--- config.mk ---
export PLATFORM = sky130hd
export DESIGN_NAME = ysyx_22041211_pc_fetch_ctrl
export DESIGN_NICKNAME = d
export VERILOG_FILES = /design/src/rtl/ysyx_22041211_pkg.sv /design/src/rtl/ysyx_22041211_npc_mux.sv /design/src/rtl/ysyx_22041211_pc_fetch_ctrl.sv
export SDC_FILE = /design/constraint.sdc
export NUM_CORES = 1
export LEC_CHECK = 0
export CAP_MARGIN = 20
export CORE_MARGIN = 4
export CORE_UTILIZATION = 48
export DETAILED_ROUTE_END_ITERATION = 16
export PLACE_DENSITY = 0.82
export REMOVE_ABC_BUFFERS = 1
export SLEW_MARGIN = 10
export SYNTH_ARGS = -nofsm -noshare
export SYNTH_HDL_FRONTEND = slang
export SYNTH_SLANG_ARGS = --single-unit
--- constraint.sdc ---
create_clock -name clk -period 3.4 [get_ports clk]
set_input_delay 0.34 -clock clk [delete_from_list [all_inputs] [get_ports clk]]
set_output_delay 0.34 -clock clk [all_outputs]
set_load 0.02 [all_outputs]
--- src/rtl/ysyx_22041211_pkg.sv ---
// ---------------------------------------------------------------------------
// ysyx_22041211_pkg
// Shared definitions for the PC / fetch-control slice:
//   - PC_SRC_* : next-PC select codes produced by the branch/jump decision
//   - fetch_state_e : fetch sequencer state encoding
//   - RESET_PC_DEFAULT : architectural PC after reset
// ---------------------------------------------------------------------------
package ysyx_22041211_pkg;

    localparam logic [1:0] PC_SRC_SEQ  = 2'b00;
    localparam logic [1:0] PC_SRC_BR   = 2'b01;
    localparam logic [1:0] PC_SRC_JALR = 2'b10;

    localparam logic [31:0] RESET_PC_DEFAULT = 32'h8000_0000;

    typedef enum logic [1:0] {
        ST_IDLE = 2'b00,
        ST_REQ  = 2'b01,
        ST_EXEC = 2'b10,
        ST_TRAP = 2'b11
    } fetch_state_e;

endpackage

--- src/rtl/ysyx_22041211_npc_mux.sv ---
// ---------------------------------------------------------------------------
// ysyx_22041211_npc_mux
// Combinational next-PC selection.
// Ports:
//   pc_i        in  ADDR_W  current PC
//   imm_i       in  ADDR_W  sign-extended immediate
//   rs1_data_i  in  ADDR_W  rs1 operand (jalr base)
//   pc_src_i    in  2       select: 00 seq, 01 pc+imm, 10 jalr, 11 as seq
//   npc_o       out ADDR_W  selected next PC (wraps silently)
//   pc_plus4_o  out ADDR_W  pc + 4
// ---------------------------------------------------------------------------
module ysyx_22041211_npc_mux
    import ysyx_22041211_pkg::*;
#(
    parameter int unsigned ADDR_W = 32
) (
    input  logic [ADDR_W-1:0] pc_i,
    input  logic [ADDR_W-1:0] imm_i,
    input  logic [ADDR_W-1:0] rs1_data_i,
    input  logic [1:0]        pc_src_i,
    output logic [ADDR_W-1:0] npc_o,
    output logic [ADDR_W-1:0] pc_plus4_o
);

    // jalr targets always have bit 0 cleared
    localparam logic [ADDR_W-1:0] JALR_MASK = ~{{(ADDR_W-1){1'b0}}, 1'b1};

    logic [ADDR_W-1:0] jalr_sum_s;

    assign pc_plus4_o = pc_i + ADDR_W'(32'd4);
    assign jalr_sum_s = rs1_data_i + imm_i;

    // Next-PC select; the unused code 11 falls back to sequential
    always_comb begin
        npc_o = pc_plus4_o;
        case (pc_src_i)
            PC_SRC_SEQ:  npc_o = pc_plus4_o;
            PC_SRC_BR:   npc_o = pc_i + imm_i;
            PC_SRC_JALR: npc_o = jalr_sum_s & JALR_MASK;
            default:     npc_o = pc_plus4_o;
        endcase
    end

endmodule

--- src/rtl/ysyx_22041211_pc_fetch_ctrl.sv ---
// ---------------------------------------------------------------------------
// ysyx_22041211_pc_fetch_ctrl
// Architectural PC register plus a fetch sequencer: IDLE (one bubble after
// reset) -> REQ (fetch handshake) -> EXEC (wait for commit) -> REQ ...
// Optional feature macro: YSYX_22041211_MISALIGN_CHK_EN
//   defined   : a committed target with npc[1:0]!=0 is not loaded; the
//               sticky misalign flag is set and the FSM parks in TRAP until
//               reset.
//   undefined : targets are loaded unchecked, misalign is tied 0.
// Ports:
//   clk           in  1       rising-edge clock
//   rst           in  1       synchronous active-low reset
//   pc_src        in  2       next-PC select from the branch stage
//   imm           in  ADDR_W  immediate of the committing instruction
//   rs1_data      in  ADDR_W  jalr base
//   commit_valid  in  1       execute finished instruction at pc
//   fetch_valid   out 1       fetch request valid (registered)
//   fetch_ready   in  1       instruction memory accepts request
//   fetch_addr    out ADDR_W  fetch address (== pc)
//   pc            out ADDR_W  architectural PC
//   pc_plus4      out ADDR_W  pc + 4 (combinational)
//   redirect      out 1       one-cycle pulse after a non-sequential commit
//   misalign      out 1       sticky misaligned-target flag
// ---------------------------------------------------------------------------
module ysyx_22041211_pc_fetch_ctrl
    import ysyx_22041211_pkg::*;
#(
    parameter int unsigned       ADDR_W   = 32,
    parameter logic [ADDR_W-1:0] RESET_PC = RESET_PC_DEFAULT
) (
    input  logic              clk,
    input  logic              rst,
    input  logic [1:0]        pc_src,
    input  logic [ADDR_W-1:0] imm,
    input  logic [ADDR_W-1:0] rs1_data,
    input  logic              commit_valid,
    output logic              fetch_valid,
    input  logic              fetch_ready,
    output logic [ADDR_W-1:0] fetch_addr,
    output logic [ADDR_W-1:0] pc,
    output logic [ADDR_W-1:0] pc_plus4,
    output logic              redirect,
    output logic              misalign
);

    fetch_state_e      state_q;
    logic [ADDR_W-1:0] pc_q;
    logic              fetch_valid_q;
    logic              redirect_q;
    logic [ADDR_W-1:0] npc_d;
    logic [ADDR_W-1:0] pc_plus4_s;
`ifdef YSYX_22041211_MISALIGN_CHK_EN
    logic              misalign_q;
`endif

    ysyx_22041211_npc_mux #(
        .ADDR_W (ADDR_W)
    ) u_npc_mux (
        .pc_i       (pc_q),
        .imm_i      (imm),
        .rs1_data_i (rs1_data),
        .pc_src_i   (pc_src),
        .npc_o      (npc_d),
        .pc_plus4_o (pc_plus4_s)
    );

    // Fetch FSM with PC, fetch_valid, redirect and misalign held in flops
    always_ff @(posedge clk) begin
        if (!rst) begin
            state_q       <= ST_IDLE;
            pc_q          <= RESET_PC;
            fetch_valid_q <= 1'b0;
            redirect_q    <= 1'b0;
`ifdef YSYX_22041211_MISALIGN_CHK_EN
            misalign_q    <= 1'b0;
`endif
        end else begin
            // redirect is a pulse: cleared unless the commit below raises it
            redirect_q <= 1'b0;
            case (state_q)
                ST_IDLE: begin
                    state_q       <= ST_REQ;
                    fetch_valid_q <= 1'b1;
                end
                ST_REQ: begin
                    // commit_valid is deliberately not looked at here
                    if (fetch_ready) begin
                        state_q       <= ST_EXEC;
                        fetch_valid_q <= 1'b0;
                    end else begin
                        state_q       <= ST_REQ;
                        fetch_valid_q <= 1'b1;
                    end
                end
                ST_EXEC: begin
                    if (commit_valid) begin
`ifdef YSYX_22041211_MISALIGN_CHK_EN
                        if (npc_d[1:0] != 2'b00) begin
                            state_q       <= ST_TRAP;
                            fetch_valid_q <= 1'b0;
                            misalign_q    <= 1'b1;
                        end else begin
                            pc_q          <= npc_d;
                            redirect_q    <= (npc_d != pc_plus4_s);
                            state_q       <= ST_REQ;
                            fetch_valid_q <= 1'b1;
                        end
`else
                        pc_q          <= npc_d;
                        redirect_q    <= (npc_d != pc_plus4_s);
                        state_q       <= ST_REQ;
                        fetch_valid_q <= 1'b1;
`endif
                    end else begin
                        state_q       <= ST_EXEC;
                        fetch_valid_q <= 1'b0;
                    end
                end
`ifdef YSYX_22041211_MISALIGN_CHK_EN
                ST_TRAP: begin
                    // parked until reset; pc frozen
                    state_q       <= ST_TRAP;
                    fetch_valid_q <= 1'b0;
                end
`endif
                default: begin
                    state_q       <= ST_IDLE;
                    fetch_valid_q <= 1'b0;
                end
            endcase
        end
    end

    assign fetch_valid = fetch_valid_q;
    assign fetch_addr  = pc_q;
    assign pc          = pc_q;
    assign pc_plus4    = pc_plus4_s;
    assign redirect    = redirect_q;
`ifdef YSYX_22041211_MISALIGN_CHK_EN
    assign misalign    = misalign_q;
`else
    assign misalign    = 1'b0;
`endif

endmodule
Word-level counts from Yosys, hierarchy flattened. Index checks and enable logic that the tools add are counted.

Input port bits: 70. Register bits after elaboration: 36. Logic and storage cells: 22. Output and inout port bits: 99.

Reductions and logical operators: 3. Mux-type cells: 7. Equality and inequality tests: 5. Add/sub/neg operators: 3.

Operators with widths (number): 32-bit adder (2); 32-bit one-hot mux with 2 select lines (1); 32-bit by 3-bit adder with 32-bit output, second input constant (1); 32-bit != test (1); 2-bit one-hot mux with 3 select lines (1); 2-bit by 1-bit equality test with 1-bit output, second input constant (2); 2-bit equality test, second input constant (2); 2-bit two-way mux (2); 1-bit one-hot mux with 3 select lines (1); 3-bit AND reduction (1); 2-bit zero test (1); 1-bit two-way mux (2); 2-bit AND reduction (1).

Depth between registers and ports, before layout. Gate-level depths: netlist of run 1.

Word-level depth: 3. Mapped depth: 14. Gate-level depth less buffers: 14.

Hierarchy. A second synthesis of run 1 with hierarchy kept.

Cells, all modules: 894. Area total of the unflattened synthesis: 6388.6 µm².

Modules (own cells, without submodules): ysyx_22041211_npc_mux (times used 1, sequential area each 0.0 µm², cells each 666, area each 4479.3 µm²); ysyx_22041211_pc_fetch_ctrl (times used 1, sequential area each 700.7 µm², cells each 228, area each 1909.3 µm²).

Least setup slack after synthesis of run 1. Ideal clock, no wire load.

Path kind: flip-flop to flip-flop. From: register pc_q[0] (netlist: fetch_addr[0]). To: register redirect_q (netlist: redirect). Path slack: -0.506 ns. Required time: 3.278 ns. Path buffers: 0. Stages on the path, launching flop included: 15. Library setup time: 0.122 ns. Period minus slack after synthesis: 3.906 ns. Arrival time: 3.784 ns. Cells stage by stage: dfxtp_1 ha_1 inv_1 fa_1 and2b_2 o2111ai_4 a2111o_1 and3b_1 o41ai_2 xor2_1 a221oi_2 nor2_1 a2111oi_1 a31oi_1 o311a_1.

Cells in the longest elaborated chain, start to end: 3. Elaborated cells on any way between the ends: 4. Those cells by class: 2 x add/sub; 1 x eq/ne; 1 x mux.

RTL lines: start, declared (RTL line ysyx_22041211_pc_fetch_ctrl.sv:47) `logic [ADDR_W-1:0] pc_q;`; start signal, assigned (RTL line ysyx_22041211_pc_fetch_ctrl.sv:109) `pc_q <= npc_d;`; 32-bit by 3-bit adder with 32-bit output / 32-bit adder (equally long branches) (RTL line ysyx_22041211_npc_mux.sv:30, ysyx_22041211_npc_mux.sv:38); 32-bit one-hot mux with 2 select lines (RTL line ysyx_22041211_npc_mux.sv:36) `case (pc_src_i)`; 32-bit != test (*) (RTL line ysyx_22041211_pc_fetch_ctrl.sv:110) `redirect_q <= (npc_d != pc_plus4_s);`; end signal, assigned (RTL line ysyx_22041211_pc_fetch_ctrl.sv:110); end, declared (RTL line ysyx_22041211_pc_fetch_ctrl.sv:49) `logic redirect_q;`.

Every way passes the cells marked *; elsewhere a longest branch is shown, timed or not. A chain may end at the register's enable or synchronous reset.

Worst setup path after layout of run 1.
From: input imm[11]. To: register redirect_q (netlist: redirect).

Cells in the longest elaborated chain, start to end: 3. Elaborated cells on any way between the ends: 4. Those cells by class: 2 x add/sub; 1 x eq/ne; 1 x mux.

RTL lines: start, declared (RTL line ysyx_22041211_pc_fetch_ctrl.sv:34) `input logic [ADDR_W-1:0] imm,`; 32-bit adder (on tied branches) (RTL line ysyx_22041211_npc_mux.sv:31, ysyx_22041211_npc_mux.sv:38); 32-bit one-hot mux with 2 select lines (*) (RTL line ysyx_22041211_npc_mux.sv:36); 32-bit != test (*) (RTL line ysyx_22041211_pc_fetch_ctrl.sv:110).

Marked as above.

==> metrics.md, run 1 <==
| Metric | Value |
|---|---|
| Yosys top cell by area | `ha_1` |
| Final setup skew | `approximately 2.1 ps` |
| Leading post-synthesis cells by instance count | `120 x nand2_1, 95 x a21oi_1, 64 x ha_1` |
| Drt wl/cell | `~20 um` |
| Failing checks | `setup timing` |
| WHS Path Cells | `2` |
| Layout cells sized above 1 | `around 28%` |
| Vias in the first global route | `around 9,800` |
| Antenna viol nets, final | `0` |
| Share of the yosys chip area belonging to registers | `around a tenth` |
| FILL cells | `1,076` |
| Post-layout util | `77.73%` |
| Residual DRC | `0` |
| R2R Path End | `redirect` |
| Total GRT Usage | `a little over a third` |
| Worst Path Arrival | `between 3000 and 4000 ps` |
| DIE AREA | `17,600 um^2` |
| Clk buf depth | `2` |
| Pre-CTS WS | `-883.0 ps` |
| Min-Delay Path Class | `reg -> reg` |
| GR met3 Demand/Resource | `6.654%` |
| Global-route wire length before repair | `approximately 51,000 um` |
| Area after DPL | `~11,000 um^2` |
| Minimum clock period | `~3700 ps` |
| Hold Fails Final Rpt | `0` |
| IO Pins | `approximately 170` |
| Antenna violations before repair | `0` |
| Ranking of synthesized cells by area | `ha_1 11%, dfxtp_1 9.4%, a21oi_1 6.4%, nand2_1 6.0%, xnor2_1 5.4%` |
| Initial core utilization | `around 50%` |
| Area share of the largest cell type after synthesis | `between 10 and 15%` |
| Post-Layout Inst Area | `11,820 um^2` |
| RSZ-0062 raised after global routing | `true` |
| CTS H-Tree Depth | `2` |
| Final std cells w/o fill | `between 1,500 and 2,000` |
| Kind of critical path | `in -> reg` |
| Cts hold-fix bufs | `0` |
| FP Rows | `between 40 and 50` |
| M2 GR Usage | `between 50 and 60%` |
| Root buffer cell | `clkbuf_16` |
| Dpl hpwl | `between 20,000 and 30,000 um` |
| Inst Count DP | `1,648` |
| RD Place Congestion | `1.048` |
| Slew @ Worst Pin | `583.8 ps` |
| Peak VDD IR | `~0.36 mV` |
| Via count | `between 10,000 and 15,000` |
| WP data required | `3570 ps` |
| CTS Sinks | `35` |
| Final wirelength | `around 34,000 um` |
| HP Start | `fetch_addr[31]` |
| Most common cell in the synthesized netlist | `nand2_1` |
| Latest clock arrival within the worst-skew pair | `280 ps` |
| Port Buffer Count | `167` |
| Total of max-cap violations | `0` |
| Area delta synth->final | `58.38%` |
| # diodes | `0` |
| Syn_area_per_cell | `between 6 and 7 um^2` |
| Final period utilization | `107.6%` |
| Drt via density | `6.210` |
| GRT overflow | `0` |
| Cell variety after synth | `93` |
| Met1 usage in global routing | `48.34%` |
| Reg-to-Reg Start | `fetch_addr[0]` |
| Crit end category | `register` |
| Register bit total from synthesis | `35` |
| Crit start category | `input pin` |
| Asr flop ratio synth | `0%` |
| CTS tree | `yes` |
| Crit Path Max Fanout | `4` |
| Fmax | `around 0.27 GHz` |
| Post-synth EDFFs | `0` |
| Largest net degree at the start of global routing | `46` |
| CTS buffer count | `5` |
| Cell Area, Synth | `7461 um^2` |
| Top_reg_cell synth | `dfxtp_1` |
| R2R depth | `15` |
| DIE HEIGHT | `132.7 um` |
| Leakage | `5.153 nW` |
| Final Power | `between 2 and 2.5 mW` |
| Fin. max-slew vios | `0` |
| Worst Hold Endpoint | `fetch_addr[31]` |
| Setup ws final | `-258.3 ps` |
| 1st-iter DRT viols | `~1,100` |
| Mapped Cells | `1,078` |
| Core box area | `15,200 um^2` |
| YS warnings | `0` |
| Pwr per Cell Area | `~200 nW/um^2` |
| Outcome | `finished, violations left` |
| Reg2reg setup slack | `-200 ps` |
| GRT Max-Usage Layer | `met2` |
| Die W | `about 130 um` |
| Fin nets | `1,606` |
| Max-slew headroom | `between 60% and 70%` |
| Final setup vio count | `1` |
| Reg clk slew, reported paths | `approximately 60 ps` |
| Detailed Routing Iterations Pass 1 | `6` |
[layout by cell type, fill, tap and decap left out, types with 9 or more instances in the layout]
cell type and count:
a21o_1 21, inv_1 43, clkdlybuf4s50_1 155, a21oi_1 88, xnor2_1 42, a211oi_1 16, and2_1 11, nand3_1 40
nand4_1 30, nor2_1 60, nand2_1 120, o211ai_1 23, nand2b_1 9, ha_1 53, dlygate4sd2_1 10, and3_1 10
mux2i_1 17, nor2b_1 17, xor2_1 22, or3_1 11, a21boi_0 14, o21a_1 11, o21ai_0 46, nor3_1 28
buf_4 307, dfxtp_1 34
[what timing repair did]
action,in CTS,in global routing
pin swaps,18,13
gates cloned,0,0
resized for setup,55,39
setup endpoints to repair,7,12
setup buffers,1,1
[power breakdown]
group	switching, mW	leakage (nW)	total, mW	internal, mW
Clock	0.187	0.0761	0.499	0.312
Combinational	0.742	4.79	1.41	0.672
Sequential	0.00842	0.284	0.424	0.416
[worst max-delay path, cell delays in order]
cell,delay [ps]
clkdlybuf4s50_1,510
ha_1,390
buf_4,170
a21oi_2,200
o21ai_1,140
a22oi_1,250
and3b_1,240
buf_4,120
mux2i_1,170
a311o_1,210
buf_4,150
o22ai_1,110
nor4_2,300
o2111ai_1,160
o311a_1,340
[routing by layer]
metal	routed length, um	share of wire [%]
met3	3841	11
met1	13810	41
met5	0	0
met4	1214	3.6
met2	15080	44
[cells by family (layout without fill, tap and decap cells)]
kind of cell             after synthesis  in the layout  synth area share (%)
AO/OA/AOI/OAI                        352            352                 32.27
flip-flops                            35             35                 9.391
XOR/XNOR                              73             73                 8.670
buffers and inverters                141            534                 9.358
multiplexers                          20             20                 2.700
adder cells (fa/ha/maj)               66             66                 11.27
other                                  1              1               0.05026
AND/OR/NAND/NOR                      390            390                 26.30
[stage by stage]
stage | setup TNS (ps) | hold WS, ps
2_1_floorplan | -1037 | 411.8
3_3_place_gp | -2395 | 555.4
3_5_place_dp | -3206 | 561.0
4_1_cts | -144.0 | 568.7
5_1_grt | -463.6 | 615.4
6_report | -258.3 | 570.9
[state kept, by name, summed over array words and instances, names as in the netlist]
register    flops
fetch_addr     32
redirect        1
state_q         2
[cell type report]
class | instances | area (um^2) | area share (%)
inverters | 46 | 172.7 | 1.461
multi-input cells | 902 | 6474 | 54.79
clock inverters | 1 | 7.507 | 0.06353
repair buffers | 480 | 4070 | 34.45
clock buffers | 7 | 152.6 | 1.292
well taps | 188 | 235.2 | 1.991
flip-flops and latches | 35 | 704.4 | 5.961
[how the worst max path moves through the flow]
stage / from / depth (start not counted) / slack, ps / to
finish: imm[11] / 15 / -260 / redirect
global route: imm[5] / 15 / -440 / redirect
CTS: rs1_data[0] / 15 / -140 / redirect
detailed placement: imm[0] / 15 / -880 / redirect
global placement: imm[0] / 15 / -780 / redirect
floorplan: fetch_addr[0] / 14 / -820 / redirect
(Power assumes the default switching activity.)
==> inputs of run 2 (changes only) <==
SLEW_MARGIN = not set   (was 10)
==> results of run 2 <==
Same layout as run 1: the final DEF is identical, and so are final timing and power.
==> inputs of run 3 (changes only) <==
CELL_PAD_IN_SITES_DETAIL_PLACEMENT = 0   (was not set)
CELL_PAD_IN_SITES_GLOBAL_PLACEMENT = 1   (was not set)
CORE_UTILIZATION = 34   (was 48)
==> run 3 against run 2 <==
Compared with the run above: the flow still finishes with violations (setup timing); core utilization down 22 points; non-clock buffer count decreased by 14; fmax rose by 2.1%; die area increased by 38%; total power fell by 3.3%; sequential share of layout area hardly changed; critical endpoint unchanged; highest routed layer unchanged.
==> metrics.md, run 3 (synthesized netlist as in run 1, its figures left out) <==
| Metric | Value |
|---|---|
| Core box area | `around 21,000 um^2` |
| Kind of critical path | `reg -> reg` |
| Worst-path cell chain | `ha_4, inv_1, fa_2, and2b_2, o2111ai_4, a2111o_1, and3b_1, o41ai_2, xor2_1, a221oi_2, nor2_1, a2111oi_2, a31oi_1, o311a_1` |
| Cts hold-fix bufs | `0` |
| Initial core utilization | `roughly a third` |
| RD Place Congestion | `0.9493` |
| Antenna viol nets, final | `0` |
| Logic pwr share | `between 60% and 70%` |
| FP Rows | `53` |
| Die W | `around 160 um` |
| Clk pwr share | `between 20% and 30%` |
| WP data required | `~3600 ps` |
| Switching part of the total | `approximately two fifths` |
| Final wirelength | `between 30,000 and 40,000 um` |
| Pint | `about 1.4 mW` |
| DIE AREA | `between 20,000 and 25,000 um^2` |
| 1st-iter DRT viols | `roughly 730` |
| Crit Path Max Fanout | `2` |
| CTS H-Tree Depth | `2` |
| Largest net degree at the start of global routing | `27` |
| Clk buf depth | `2` |
| Total of max-cap violations | `0` |
| Leakage | `about 5.1 nW` |
| Area delta synth->final | `58.31%` |
| Fin nets | `1,592` |
| Crit end category | `register` |
| DIE HEIGHT | `156.1 um` |
| Slew @ Worst Pin | `about 980 ps` |
| Drt via density | `5.566` |
| Switching pwr | `approximately 0.90 mW` |
| Max reg flops | `32` |
| Fmax | `roughly 0.28 GHz` |
| Reg power frac | `between 10% and 20%` |
| Setup ws final | `-182.1 ps` |
| Final setup vio count | `1` |
| Crit start category | `register` |
| Max-slew headroom | `34.23%` |
| Reg clk slew, reported paths | `around 60 ps` |
| Min-Delay Path Class | `reg -> reg` |
| # diodes | `0` |
| Residual DRC | `0` |
| Fin. max-slew vios | `0` |
| Vias in the first global route | `around 9,400` |
| Failing checks | `setup timing` |
| Commonest non-fill, non-tap cell in the layout | `buf_4` |
| RSZ-0062 raised after global routing | `true` |
| Buffers plus inverters on the worst setup path | `1` |
| Worst path max stage delay | `about 430 ps` |
| Total GRT Usage | `between 20 and 30%` |
| Peak VDD IR | `approximately 0.18 mV` |
| Worst Path Arrival | `~3800 ps` |
| CTS Sinks | `35` |
| Final setup skew | `between 3 and 4 ps` |
| Hold Fails Final Rpt | `0` |
| Final period utilization | `105.4%` |
| CTS buffer count | `5` |
| Minimum clock period | `roughly 3600 ps` |
| CTS tree | `yes` |
| Dpl hpwl | `around 26,000 um` |
| Global-route wire length before repair | `between 40,000 and 50,000 um` |
| Post-layout util | `between 50% and 60%` |
| Layout cells sized above 1 | `a little over a quarter` |
| GRT overflow | `0` |
| Critical-path top delay cell | `a2111o_1` |
| Drt wl/cell | `around 19 um` |
| Latest clock arrival within the worst-skew pair | `290 ps` |
| Final setup TNS | `-182.1 ps` |
| Detailed Routing Iterations Pass 1 | `7` |
| Commonest non-fill, non-tap cells in the layout | `294 x buf_4, 148 x clkdlybuf4s50_1, 120 x nand2_1` |
| Root buffer cell | `clkbuf_16` |
| Crit-path leading delay family | `compound AO/OA/AOI/OAI gates` |
| Pre-CTS WS | `-940.9 ps` |
| IO Pins | `between 150 and 200` |
| Port Buffer Count | `167` |
| Outcome | `finished, violations left` |
| Pwr per Cell Area | `roughly 190 nW/um^2` |
| Antenna violations before repair | `0` |
| Via count | `between 9,000 and 10,000` |
[run 3: metrics by stage]
stage | cells | area (um^2) | hold slack, ps | total power, mW
after global routing | 1731 | 11810 | 635.9 | 2.373
after floorplan | 983 | 6935 | 411.8 | 1.057
after global placement | 1722 | 11220 | 575.5 | 1.697
after detailed placement | 1722 | 11220 | 577.8 | 1.705
final | 1731 | 11810 | 584.9 | 2.260
after CTS | 1730 | 11670 | 585.7 | 2.222
[run 3: layout make-up]
cell class              count  area [um^2]
repair buffers            466         3956
well taps                 275        344.1
clock inverters             1        5.005
fillers                  2001         9475
flip-flops and latches     35        701.9
inverters                  46        172.7
clock buffers               6        138.9
multi-input cells         902         6492
[run 3: repair_timing]
item	CTS	global route
setup buffers	1	1
pin swaps	23	5
resized for setup	74	26
endpoints found under the setup margin	7	9
[run 3: final timing paths]
path         slack (ps)              to  depth (start not counted)      startpoint
max                -180        redirect                         14   fetch_addr[0]
min                 580  fetch_addr[31]                          2  fetch_addr[31]
max reg2reg        -180        redirect                         14   fetch_addr[0]
min reg2reg         580  fetch_addr[31]                          2  fetch_addr[31]
[run 3: power groups by stage]
stage                     registers, mW  logic (mW)  clock network [mW]
after CTS                         0.424        1.32               0.478
after detailed placement          0.433        1.27                   0
after floorplan                   0.449       0.609                   0
after global placement            0.432        1.26                   0
after global routing              0.425        1.46               0.488
final                             0.424        1.36               0.474
[run 3: metal layers]
| layer | up-vias | part of all wire [%] | global-route usage, % |
|---|---|---|---|
| met3 | 26 | 6.5 | 2.552 |
| met2 | 332 | 46 | 41.29 |
| met5 | - | 0 | 0 |
| met4 | 0 | 1.2 | 4.215 |
| met1 | 4557 | 47 | 36.09 |
| li1 | 4719 | - | - |
[run 3: worst reg2reg max path, stage by stage, from the launching register on]
cell and delay [ps]:
dfxtp_2 350, ha_4 130, inv_1 50, fa_2 390, and2b_2 260, o2111ai_4 150
a2111o_1 430, and3b_1 230, o41ai_2 240, xor2_1 120, a221oi_2 320, nor2_1 100
a2111oi_2 250, a31oi_1 140, o311a_1 300
